### src/rtl/life_grid_engine.sv
`default_nettype none
// ============================================================================
// Module   : life_grid_engine
// Purpose  : Game-of-Life array engine. Holds a COLS x ROWS grid and advances
//            it by one generation per accepted step request. One row is
//            evaluated per clock into a shadow buffer, and the whole shadow is
//            committed to the grid in a single cycle.
// Ports    : qzt_clk    - system clock (rising edge)
//            rst_n      - asynchronous active-low reset
//            step       - request one generation
//            load_en    - write load_data into row load_row (idle only)
//            load_row   - row index for load and readout
//            load_data  - row data, bit c = column c, 1 = alive
//            rd_data    - registered copy of committed row load_row
//            busy       - generation in progress
//            done       - one-cycle pulse after commit
//            gen_count  - committed generation count (wraps)
//            extinct    - committed grid is all dead
//            stable     - last commit left the grid unchanged
//            overrun    - sticky, step arrived while busy
// Revision : 1.0 - initial release
// ============================================================================
module life_grid_engine #(
  parameter int         COLS         = 8,
  parameter int         ROWS         = 8,
  parameter int         WRAP         = 1,
  parameter logic [8:0] BIRTH_MASK   = 9'b000001000,
  parameter logic [8:0] SURVIVE_MASK = 9'b000001100,
  parameter int         GEN_W        = 16
) (
  input  logic                     qzt_clk,
  input  logic                     rst_n,
  input  logic                     step,
  input  logic                     load_en,
  input  logic [$clog2(ROWS)-1:0]  load_row,
  input  logic [COLS-1:0]          load_data,
  output logic [COLS-1:0]          rd_data,
  output logic                     busy,
  output logic                     done,
  output logic [GEN_W-1:0]         gen_count,
  output logic                     extinct,
  output logic                     stable,
  output logic                     overrun
);

  localparam int            RW         = $clog2(ROWS);
  localparam logic [RW-1:0] c_LAST_ROW = RW'(ROWS - 1);

  typedef enum logic [1:0] {
    S_IDLE   = 2'd0,
    S_CALC   = 2'd1,
    S_COMMIT = 2'd2
  } state_t;

  state_t                      r_state;
  state_t                      w_state_nxt;
  logic                        r_rst_meta;
  logic                        r_rst_sync;
  logic [ROWS-1:0][COLS-1:0]   r_grid;
  logic [ROWS-1:0][COLS-1:0]   r_shadow;
  logic [RW-1:0]               r_row;
  logic [COLS-1:0]             r_rd_data;
  logic                        r_done;
  logic [GEN_W-1:0]            r_gen;
  logic                        r_extinct;
  logic                        r_stable;
  logic                        r_overrun;
  logic                        w_load_ok;
  logic [COLS-1:0]             w_up;
  logic [COLS-1:0]             w_mid;
  logic [COLS-1:0]             w_dn;
  logic [COLS-1:0]             w_next;

  // Reset asserts asynchronously but releases only after two clean edges so
  // every state flop leaves reset in the same cycle.
  always_ff @(posedge qzt_clk or negedge rst_n) begin
    if (!rst_n) begin
      r_rst_meta <= 1'b0;
      r_rst_sync <= 1'b0;
    end else begin
      r_rst_meta <= 1'b1;
      r_rst_sync <= r_rst_meta;
    end
  end

  // Row indices at or above ROWS are not backed by storage.
  assign w_load_ok = ({1'b0, load_row} < (RW + 1)'(ROWS));

  // Neighbour rows for the row under evaluation; edge rows either wrap or
  // see a dead row beyond the boundary.
  assign w_mid = r_grid[r_row];
  assign w_up  = (r_row == '0)
                 ? ((WRAP != 0) ? r_grid[ROWS-1] : '0)
                 : r_grid[r_row - RW'(1)];
  assign w_dn  = (r_row == c_LAST_ROW)
                 ? ((WRAP != 0) ? r_grid[0] : '0)
                 : r_grid[r_row + RW'(1)];

  for (genvar c = 0; c < COLS; c++) begin : g_col
    localparam int c_CL    = (c == 0) ? COLS - 1 : c - 1;
    localparam int c_CR    = (c == COLS - 1) ? 0 : c + 1;
    localparam bit c_HAS_L = (c != 0) || (WRAP != 0);
    localparam bit c_HAS_R = (c != COLS - 1) || (WRAP != 0);
    logic [3:0] w_cnt;

    assign w_cnt = 4'(w_up[c]) + 4'(w_dn[c])
                 + (c_HAS_L ? (4'(w_up[c_CL]) + 4'(w_mid[c_CL]) + 4'(w_dn[c_CL])) : 4'd0)
                 + (c_HAS_R ? (4'(w_up[c_CR]) + 4'(w_mid[c_CR]) + 4'(w_dn[c_CR])) : 4'd0);

    assign w_next[c] = w_mid[c] ? SURVIVE_MASK[w_cnt] : BIRTH_MASK[w_cnt];
  end

  always_comb begin
    w_state_nxt = r_state;
    case (r_state)
      S_IDLE:   if (!load_en && step) w_state_nxt = S_CALC;
      S_CALC:   if (r_row == c_LAST_ROW) w_state_nxt = S_COMMIT;
      S_COMMIT: w_state_nxt = S_IDLE;
      default:  w_state_nxt = S_IDLE;
    endcase
  end

  always_ff @(posedge qzt_clk or negedge r_rst_sync) begin
    if (!r_rst_sync) begin
      r_state <= S_IDLE;
    end else begin
      r_state <= w_state_nxt;
    end
  end

  always_ff @(posedge qzt_clk or negedge r_rst_sync) begin
    if (!r_rst_sync) begin
      r_grid    <= '0;
      r_shadow  <= '0;
      r_row     <= '0;
      r_rd_data <= '0;
      r_done    <= 1'b0;
      r_gen     <= '0;
      r_extinct <= 1'b1;
      r_stable  <= 1'b0;
      r_overrun <= 1'b0;
    end else begin
      r_done    <= 1'b0;
      r_rd_data <= w_load_ok ? r_grid[load_row] : '0;
      case (r_state)
        S_IDLE: begin
          // A load wins over a same-cycle step; that step is simply dropped.
          if (load_en) begin
            if (w_load_ok) r_grid[load_row] <= load_data;
            r_overrun <= 1'b0;
          end else if (step) begin
            r_row <= '0;
          end
        end
        S_CALC: begin
          r_shadow[r_row] <= w_next;
          r_row           <= r_row + RW'(1);
          if (step) r_overrun <= 1'b1;
        end
        S_COMMIT: begin
          r_grid    <= r_shadow;
          r_gen     <= r_gen + GEN_W'(1);
          r_stable  <= (r_shadow == r_grid);
          r_extinct <= (r_shadow == '0);
          r_done    <= 1'b1;
          if (step) r_overrun <= 1'b1;
        end
        default: ;
      endcase
    end
  end

  assign rd_data   = r_rd_data;
  assign busy      = (r_state != S_IDLE);
  assign done      = r_done;
  assign gen_count = r_gen;
  assign extinct   = r_extinct;
  assign stable    = r_stable;
  assign overrun   = r_overrun;

endmodule
`default_nettype wire

### config.mk
export PLATFORM = sky130hd
export DESIGN_NAME = life_grid_engine
export DESIGN_NICKNAME = d
export VERILOG_FILES = /design/src/rtl/life_grid_engine.sv
export SDC_FILE = /design/constraint.sdc
export NUM_CORES = 1
export LEC_CHECK = 0
export CAP_MARGIN = 10
export CORE_AREA = 2 2 159 161
export CTS_BUF_LIST = sky130_fd_sc_hd__clkbuf_4 sky130_fd_sc_hd__clkbuf_8
export CTS_CLUSTER_SIZE = 12
export DETAILED_ROUTE_END_ITERATION = 10
export DIE_AREA = 0 0 161 163
export PLACE_DENSITY = 0.73
export RECOVER_POWER = 50
export SYNTH_ARGS = -nofsm -noshare
export SYNTH_HDL_FRONTEND = slang
export SYNTH_SLANG_ARGS = --single-unit
### constraint.sdc
create_clock -name qzt_clk -period 4.42 [get_ports qzt_clk]
set_input_delay 0.663 -clock qzt_clk [delete_from_list [all_inputs] [get_ports qzt_clk]]
set_output_delay 0.663 -clock qzt_clk [all_outputs]
set_load 0.005 [all_outputs]
==> impl_metrics.tcl <==
set metrics [dict create \
    min_period_ps 4320 \
    vias 9358 \
    crit_type "flop to flop" \
    setup_violations 0 \
    clock_path_buffers 2 \
    drv_slew 155 \
    hold_buffers 0 \
    fp.dieW_um 161 \
    synth_cells 1071 \
    routed_wl_um 35300 \
    startpoint_type "flop" \
    yosysUniqueCellTypes 53 \
    gp_congestion 1.05 \
    grt_max_degree 78 \
    layout-area-overhead-vs-synth_pct 12.7 \
    drive_above_1_share 0.192 \
    synth_seq_cells 163 \
    synthArstFlopShare 1.00 \
    crit_fanout 13 \
    antenna_found_initial 0 \
    initial_core_util 0.444 \
    max_freq_ghz 0.231 \
    syn_avg_cell_area_um2 10.2 \
    cp.arrival_ps 4710 \
    yosysWarnings 0 \
    clk_latency_ps 490 \
    cap_violations 3 \
    cp.required_ps 4800 \
    antenna_left 0 \
    remaining_drc_errors 0 \
    syn-num-nets 1141 \
    met1_usage 0.358 \
    violations "capacitance limit, slew limit" \
    clock_sinks 163 \
    worstMarginPinSlew_ps 1850 \
    ys_seq_area_frac 0.373 \
    drt_iter0_drc 1436 \
    timing.final.crit_share 0.978 \
    syn-cell-area_mm2 0.0109 \
    dr.pass1.iters 8 \
    row_count 58 \
    synth-edff-count 0 \
    die_h_um 163 \
    use_met3 0.0507 \
    coreArea_mm2 0.0247 \
    ys.flop_type "dfrtp_1" \
    grt_pass1_vias 9160 \
    cts_buffers 17 \
    final_hold_viol_count 0 \
    hpwlAfterDp_um 25600 \
    vias_per_cell 6.44 \
    ios 44 \
    pre_cts_slack_ps 10.3 \
    cts_tree "done" \
    die-area_mm2 0.0262 \
    finClkSkew_ps 15.7 \
    worst_setup_path_end_kind "flop" \
    grt_first_pass_wirelength_um 54100 \
    io_buffer_count 43 \
    cts_root_buffer "clkbuf_8" \
    place_inst 1408 \
    relSlewSlack -0.235 \
    n_antenna_cell 0 \
    grt_overflow 0 \
    holdCritPathClass "flop to flop" \
    gr-max-usage-layer "met2" \
    track_usage 0.272 \
    status "finished with violations" \
    fin_cells 1453 \
    grt_util_met2 0.426 \
    finalWorstSetupSlack_ps 95.5 \
    layout.nets 1180 \
    cts.clk_slew.worst_paths_ps 100 \
    htreeDepth 4 \
    wl_per_cell_um 24.3 \
]
[area by class of cell]
cell class	instances	area, um^2
multi-input combinational	792	6440
fill	2312	12300
timing repair buffer	93	855
inverter	43	164
tap	330	413
clock buffer	17	234
clock inverter	15	156
sequential	163	4080
[logic make-up (layout without fill, tap and decap cells)]
family | Yosys count | in the layout | synth area share
muxes | 80 | 80 | 0.132
DFF | 163 | 163 | 0.373
AOI/OAI and AO/OA | 296 | 296 | 0.187
other | 1 | 1 | 0.000343
buffers and inverters | 116 | 168 | 0.0463
and+or+nand+nor | 288 | 288 | 0.125
adders and majority gates | 55 | 55 | 0.0786
xor gates and xnor gates | 72 | 72 | 0.0576
[registers in the layout (all words and copies together), names as in the netlist, 2 cells and up]
signal	cells
r_grid	64
r_shadow	64
gen_count	16
rd_data	8
r_row	3
r_state	2
[what timing repair did]
item	in CTS	in global routing
pin swaps	0	4
cloned	0	1
setup endpoints to repair	5	64
hold endpoints to repair	0	0
gates resized for setup	1	7
setup buffers	0	12
[cells in the mapped netlist, types with 6 or more instances]
cell type | n | area share
clkbuf_1 | 25 | 0.0086
xnor2_1 | 43 | 0.034
fa_1 | 23 | 0.042
mux4_2 | 48 | 0.099
buf_1 | 12 | 0.0041
nor4_1 | 23 | 0.013
o21ai_2 | 40 | 0.032
inv_1 | 43 | 0.015
nand3_1 | 18 | 0.0082
o21ai_1 | 19 | 0.0087
dfrtp_1 | 162 | 0.37
xor2_1 | 29 | 0.023
a211oi_1 | 6 | 0.0041
nor2b_1 | 22 | 0.013
mux2i_1 | 15 | 0.014
nand2_1 | 94 | 0.032
nand4_1 | 25 | 0.014
a21oi_1 | 84 | 0.038
ha_1 | 32 | 0.037
mux2_2 | 9 | 0.0093
o21a_1 | 6 | 0.0041
a22oi_1 | 96 | 0.066
o21ai_0 | 23 | 0.011
nor2_1 | 82 | 0.028
buf_2 | 30 | 0.014
[layer usage]
metal / wire length [um] / vias to the layer above
li1: - / 4003
met1: 13600 / 4579
met2: 15900 / 627
met3: 3600 / 149
met4: 2240 / 0
met5: 0 / -
[through the flow]
step | utilization | hold WS [ps] | cell area (um^2) | TNS, ps
after floorplan | - | 331 | 11100 | -813
after global placement | 0.479 | 329 | 11800 | 0
after detailed placement | 0.479 | 328 | 11800 | 0
after CTS | 0.495 | 313 | 12200 | 0
after global routing | 0.500 | 365 | 12300 | -1090
final | 0.500 | 361 | 12300 | 0
[worst paths after layout]
path	slack, ps	end	startpoint	cells after the start
setup / recovery	100	r_shadow[15]	r_row[0]	14
hold / removal	360	r_rst_sync	r_rst_meta	0
setup reg to reg	100	r_shadow[15]	r_row[0]	14
hold reg to reg	360	r_rst_sync	r_rst_meta	0
max in group asynchronous	1190	r_grid[14]	r_rst_sync	1
min in group asynchronous	390	r_rst_meta	rst_n	1
[critical path, cell delays in order, from the launching register on]
cell	delay [ps]
dfrtp_2	460
inv_4	60
ha_4	370
buf_4	140
mux4_2	480
mux2i_1	210
o21ai_1	180
fa_1	600
inv_1	60
fa_1	490
inv_1	50
ha_1	220
fa_2	560
nand3_4	160
o21ai_0	190
[layout by cell type (no fill, tap or decap), drive strengths merged, types with 4 or more instances in the layout]
cell type	netlist	final
mux2	16	16
a211oi	6	6
ha	32	32
nor3	4	4
o21ai	82	82
a21oi	85	85
nor2b	22	22
xnor2	43	43
a22oi	96	96
buf	48	47
mux4	48	48
o21a	6	6
o211ai	5	5
xor2	29	29
o31a	5	5
nor2	86	86
nand2	94	94
clkdlybuf4s50	0	42
nand2b	4	4
clkinv	0	4
nand4	25	25
fa	23	23
dfrtp	162	162
mux2i	16	16
clkbuf	25	20
nor4	23	23
inv	43	53
nand3	18	18
Power is left out: the tool's default activity adds up to more than one toggle a clock period on the data nets, which glitch-free logic cannot reach.
